--- src/rtl/seg7_scan_driver.sv ---
// seg7_scan_driver
//   Display stage of the digital clock. Snapshots binary hour/min/sec once per frame,
//   splits each field into BCD digits and scans a 6-digit common-anode 7-seg display.
//
// Parameters
//   SCAN_DIV  clk cycles per digit slot (>= 1); one frame is 6*SCAN_DIV cycles
//   DIV_W     prescaler width, 2**DIV_W >= SCAN_DIV
//   BLANK_LZ  1: blank the hour-tens digit when it is 0
//   HOUR_MAX  largest legal hour value
//
// Ports
//   clk          system clock
//   reset        asynchronous, active-low reset
//   hour         binary hour (5 bits)
//   min          binary minute (6 bits)
//   sec          binary second (6 bits)
//   digit_an     digit enables, active-low one-hot; bit0 = sec ones .. bit5 = hour tens
//   seg          segments {g,f,e,d,c,b,a}, active-low
//   frame_start  1-cycle pulse: new snapshot loaded, scan at digit 0

module seg7_scan_driver #(
  parameter int unsigned SCAN_DIV = 50000,
  parameter int unsigned DIV_W    = 16,
  parameter bit          BLANK_LZ = 1'b1,
  parameter int unsigned HOUR_MAX = 23
) (
  input  logic       clk,
  input  logic       reset,
  input  logic [4:0] hour,
  input  logic [5:0] min,
  input  logic [5:0] sec,
  output logic [5:0] digit_an,
  output logic [6:0] seg,
  output logic       frame_start
);

  localparam logic [DIV_W-1:0] DivLast = DIV_W'(SCAN_DIV - 1);
  localparam logic [4:0]       HourMax = 5'(HOUR_MAX);
  localparam logic [2:0]       IdxLast = 3'd5;
  localparam logic [6:0]       SegDash  = 7'b0111111;
  localparam logic [6:0]       SegBlank = 7'h7F;

  logic [DIV_W-1:0] div_cnt_q, div_cnt_d;
  logic [2:0]       idx_q, idx_d;
  logic [4:0]       snap_hour_q, snap_hour_d;
  logic [5:0]       snap_min_q, snap_min_d;
  logic [5:0]       snap_sec_q, snap_sec_d;
  logic [5:0]       digit_an_q, digit_an_d;
  logic [6:0]       seg_q, seg_d;
  logic             frame_start_q, frame_start_d;

  logic tick;
  logic wrap;

  function automatic logic [3:0] tens_of(logic [5:0] v);
    logic [5:0] t;
    t = v / 6'd10;
    return t[3:0];
  endfunction

  function automatic logic [3:0] ones_of(logic [5:0] v);
    logic [5:0] o;
    o = v % 6'd10;
    return o[3:0];
  endfunction

  function automatic logic [6:0] seg_enc(logic [3:0] d);
    logic [6:0] s;
    case (d)
      4'd0:    s = 7'b1000000;
      4'd1:    s = 7'b1111001;
      4'd2:    s = 7'b0100100;
      4'd3:    s = 7'b0110000;
      4'd4:    s = 7'b0011001;
      4'd5:    s = 7'b0010010;
      4'd6:    s = 7'b0000010;
      4'd7:    s = 7'b1111000;
      4'd8:    s = 7'b0000000;
      4'd9:    s = 7'b0010000;
      default: s = SegBlank;
    endcase
    return s;
  endfunction

  // State register
  always_ff @(posedge clk or negedge reset) begin
    if (!reset) begin
      div_cnt_q     <= '0;
      idx_q         <= '0;
      snap_hour_q   <= '0;
      snap_min_q    <= '0;
      snap_sec_q    <= '0;
      digit_an_q    <= 6'h3F;
      seg_q         <= SegBlank;
      frame_start_q <= 1'b0;
    end else begin
      div_cnt_q     <= div_cnt_d;
      idx_q         <= idx_d;
      snap_hour_q   <= snap_hour_d;
      snap_min_q    <= snap_min_d;
      snap_sec_q    <= snap_sec_d;
      digit_an_q    <= digit_an_d;
      seg_q         <= seg_d;
      frame_start_q <= frame_start_d;
    end
  end

  // Prescaler, scan index and per-frame snapshot
  always_comb begin
    tick        = (div_cnt_q == DivLast);
    wrap        = tick && (idx_q == IdxLast);
    div_cnt_d   = tick ? '0 : div_cnt_q + 1'b1;
    idx_d       = idx_q;
    snap_hour_d = snap_hour_q;
    snap_min_d  = snap_min_q;
    snap_sec_d  = snap_sec_q;
    if (tick) begin
      idx_d = (idx_q == IdxLast) ? 3'd0 : idx_q + 3'd1;
    end
    // Latching only at the frame wrap keeps a whole frame coherent (no tearing).
    if (wrap) begin
      snap_hour_d = hour;
      snap_min_d  = min;
      snap_sec_d  = sec;
    end
    frame_start_d = wrap;
  end

  // Digit select and decode; anode and segments are registered together from (idx, snap)
  always_comb begin
    logic [5:0] field_val;
    logic       field_bad;
    logic [3:0] digit;
    logic       blank;

    field_val = 6'd0;
    field_bad = 1'b0;
    case (idx_q)
      3'd0, 3'd1: begin
        field_val = snap_sec_q;
        field_bad = (snap_sec_q > 6'd59);
      end
      3'd2, 3'd3: begin
        field_val = snap_min_q;
        field_bad = (snap_min_q > 6'd59);
      end
      3'd4, 3'd5: begin
        field_val = {1'b0, snap_hour_q};
        field_bad = (snap_hour_q > HourMax);
      end
      default: begin
        field_val = 6'd0;
        field_bad = 1'b0;
      end
    endcase

    // Odd slots carry the tens digit of their field.
    digit = idx_q[0] ? tens_of(field_val) : ones_of(field_val);
    blank = BLANK_LZ && (idx_q == IdxLast) && !field_bad && (digit == 4'd0);

    if (field_bad) begin
      seg_d = SegDash;
    end else if (blank) begin
      seg_d = SegBlank;
    end else begin
      seg_d = seg_enc(digit);
    end
    digit_an_d = ~(6'b000001 << idx_q);
  end

  assign digit_an    = digit_an_q;
  assign seg         = seg_q;
  assign frame_start = frame_start_q;

endmodule

--- config.mk ---
export PLATFORM = sky130hd
export DESIGN_NAME = seg7_scan_driver
export DESIGN_NICKNAME = d
export VERILOG_FILES = /design/src/rtl/seg7_scan_driver.sv
export SDC_FILE = /design/constraint.sdc
export NUM_CORES = 1
export LEC_CHECK = 0
export CAP_MARGIN = 20
export CORE_AREA = 2 2 73 89
export DETAILED_ROUTE_END_ITERATION = 8
export DIE_AREA = 0 0 75 91
export GPL_TIMING_DRIVEN = 0
export PLACE_DENSITY = 0.7
export SYNTH_ARGS = -nofsm -noshare
export SYNTH_HDL_FRONTEND = slang
export SYNTH_SLANG_ARGS = --single-unit
--- constraint.sdc ---
create_clock -name clk -period 4.85 [get_ports clk]
set_input_delay 0.97 -clock clk [delete_from_list [all_inputs] [get_ports clk]]
set_output_delay 0.97 -clock clk [all_outputs]
set_load 0.05 [all_outputs]
==> flow_summary.toml <==
[yosys]
ys.flop_type = "dfrtp_1"
ys_ff_latch = 50
syn_avg_cell_area_um2 = 11.1
syn_nets = 288
ys_async_sr_fraction = 1.00
synthDistinctLibCells = 64
syn_area_mm2 = 0.00289
synthCells = 261
synth-edff-count = 0
ys_warn_count = 0
synth_seq_area_share = 0.439

[floorplan]
die_h_um = 91
top_level_ports = 33
fp.coreArea_mm2 = 0.00593
rows = 31
die_w_um = 75
die-area_mm2 = 0.00683
initial_core_util = 0.486

[worst_setup_path]
r2r_slack_ps = 1510
crit_path_end_kind = "register"
cp.required_ps = 5070
crit_type = "reg2reg"
critPathLaunchType = "register"
crit_fanout = 8
crit_arrival_ps = 3560

[power_and_ir_drop]
p_leak_uw = 0.00138
peakVddDrop_v = 0.000221
finalPower_uw = 918
power.density_mw_per_mm2 = 269

[cts]
postCtsSetupBuffers = 0
cts_sinks = 50
cts.repair.resized = 0
cts_hold_buf = 0
insertion_delay_ps = 300
cts_buffer_depth = 2
root_buffer = "clkbuf_8"
cts_tree = "yes"
htree_levels = 2
numCtsBuffers = 5
path_clk_slew_ps = 90

[global_routing]
antenna_found_initial = 0
grt_max_degree = 42
grt_pass1_wl_mm = 10.0
grt_util_all_layers = 0.188
grt-ovfl-total = 0
grt_pass1_vias = 2165

[status]
status = "complete, no violations"

[route]
totalWireLength_mm = 5.65
drc = 0
drtIter0Drc = 140
avgRoutedWirePerCell_um = 14.7
first_pass_iters = 4
postRouteAntennaNets = 0
vias_per_cell = 5.47
via_count = 2102

[sta]
slew_viol_final = 0
finalCritPeriodShare = 0.688
rsz0062_at_grt = "no"
fmax_mhz = 300
tns_ps = 0
hold_viol = 0
fin_ws_ps = 1510
setup_viol = 0
post-route-min-period_ps = 3340
maxSlewHeadroom = 0.510
tightestPinTransition_ps = 729
fin_skew_ps = 7.84

[layout]
area_growth_pct = 18.2
n_fill_cell = 511
antenna_cells = 0
drive_gt1_frac = 0.225
final_area_mm2 = 0.00341
finalNetCount = 328

[place]
gp_congestion = 0.852
dp_hpwl_mm = 4.22
post_dp_cell_area_mm2 = 0.00332
pre_cts_slack_ps = 1530
portBuffers = 32

[hold_path]
hold_path.class = "reg2reg"

[flow_run]
drv_cap = 0
worst paths after layout:
| path | from | end | cells past startpoint |
|---|---|---|---|
| max | idx_q[1] | seg[2] | 12 |
| min reg2reg | div_cnt_q[0] | div_cnt_q[0] | 1 |
| min in group asynchronous | reset | snap_min_q[5] | 1 |
| max reg2reg | idx_q[1] | seg[2] | 12 |
| min | div_cnt_q[0] | div_cnt_q[0] | 1 |
| max in group asynchronous | reset | digit_an[5] | 2 |
cell families after synthesis:
family	after synthesis	share of synthesized area
AND/OR/NAND/NOR	82	0.139
AO/OA/AOI/OAI	63	0.206
flip-flops	50	0.439
multiplexers	23	0.0967
buffers and inverters	19	0.0338
XOR/XNOR	16	0.0511
adder cells (fa/ha/maj)	8	0.0347
metrics by stage:
stage | std cells | util | hold WS, ps
2_1_floorplan | 261 | - | 433
3_3_place_gp | 375 | 0.558 | 451
3_5_place_dp | 376 | 0.560 | 461
4_1_cts | 384 | 0.575 | 477
5_1_grt | 384 | 0.575 | 517
6_report | 384 | 0.575 | 473
sequential cells by signal, summed over array words and instances (netlist names):
name / cells
div_cnt_q: 16
seg: 7
digit_an: 6
snap_min_q: 6
snap_sec_q: 6
snap_hour_q: 5
idx_q: 3
frame_start: 1
per-layer routing:
metal  vias to the layer above  part of all wire  global-route usage
met1                       996              0.45               0.264
li1                       1038                 -                   -
met5                         -                 0                   0
met3                         7             0.043              0.0333
met2                        61              0.49               0.298
met4                         0             0.016              0.0506
critical path: stages, from the launching register on:
cell and delay [ps]:
dfrtp_1 350, buf_6 160, mux2i_4 350, a2bb2oi_4 270, nor2_1 140, o311ai_2 380
ha_1 360, nor2_1 80, o311a_1 160, o32ai_4 440, nand3_1 150, nor2_1 280
o21ai_1 120
report_power, final:
| group | total [uW] | internal, uW | leakage (uW) | switching [uW] |
|---|---|---|---|---|
| Clock | 239 | 102 | 0.0000452 | 137 |
| Combinational | 220 | 90.0 | 0.000736 | 130 |
| Sequential | 460 | 449 | 0.000600 | 11.0 |
layout make-up:
cell class / instances / area (um2) / area share
buffer: 8 / 56.3 / 0.0165
tap: 82 / 103 / 0.0301
clock buffer: 6 / 72.6 / 0.0213
inverter: 11 / 41.3 / 0.0121
multi-input combinational: 192 / 1520 / 0.446
timing repair buffer: 33 / 335 / 0.0983
clock inverter: 2 / 13.8 / 0.00404
sequential: 50 / 1270 / 0.372
synthesized netlist by cell type (3+ instances only):
library cell,count,share of area
a21o_1,3,0.0078
a21oi_1,5,0.0087
and3_1,4,0.0087
buf_6,3,0.012
clkbuf_1,4,0.0052
dfrtp_1,37,0.32
dfstp_2,13,0.12
ha_1,8,0.035
inv_1,10,0.013
mux2_2,19,0.074
nand2_1,24,0.031
nand3_1,14,0.024
nand4_1,5,0.011
nor2_1,21,0.027
nor3_1,3,0.0052
o21ai_0,6,0.010
o21ai_1,6,0.010
xnor2_1,11,0.033
xor2_1,4,0.012
placed cells by master, fill, tap and decap left out, types with 3 or more instances in the layout:
| cell | n |
|---|---|
| clkdlybuf4s50_1 | 31 |
| xnor2_1 | 11 |
| buf_6 | 3 |
| and3_1 | 4 |
| o21ai_0 | 6 |
| nand4_1 | 5 |
| nand3_1 | 14 |
| inv_1 | 10 |
| a21oi_1 | 5 |
| dfrtp_1 | 37 |
| mux2_2 | 19 |
| ha_1 | 8 |
| nand2_1 | 24 |
| nor2_1 | 21 |
| clkbuf_1 | 5 |
| clkbuf_8 | 5 |
| o21ai_1 | 6 |
| a21o_1 | 3 |
| nor3_1 | 3 |
| xor2_1 | 4 |
| dfstp_2 | 13 |
(Power assumes the default switching activity.)
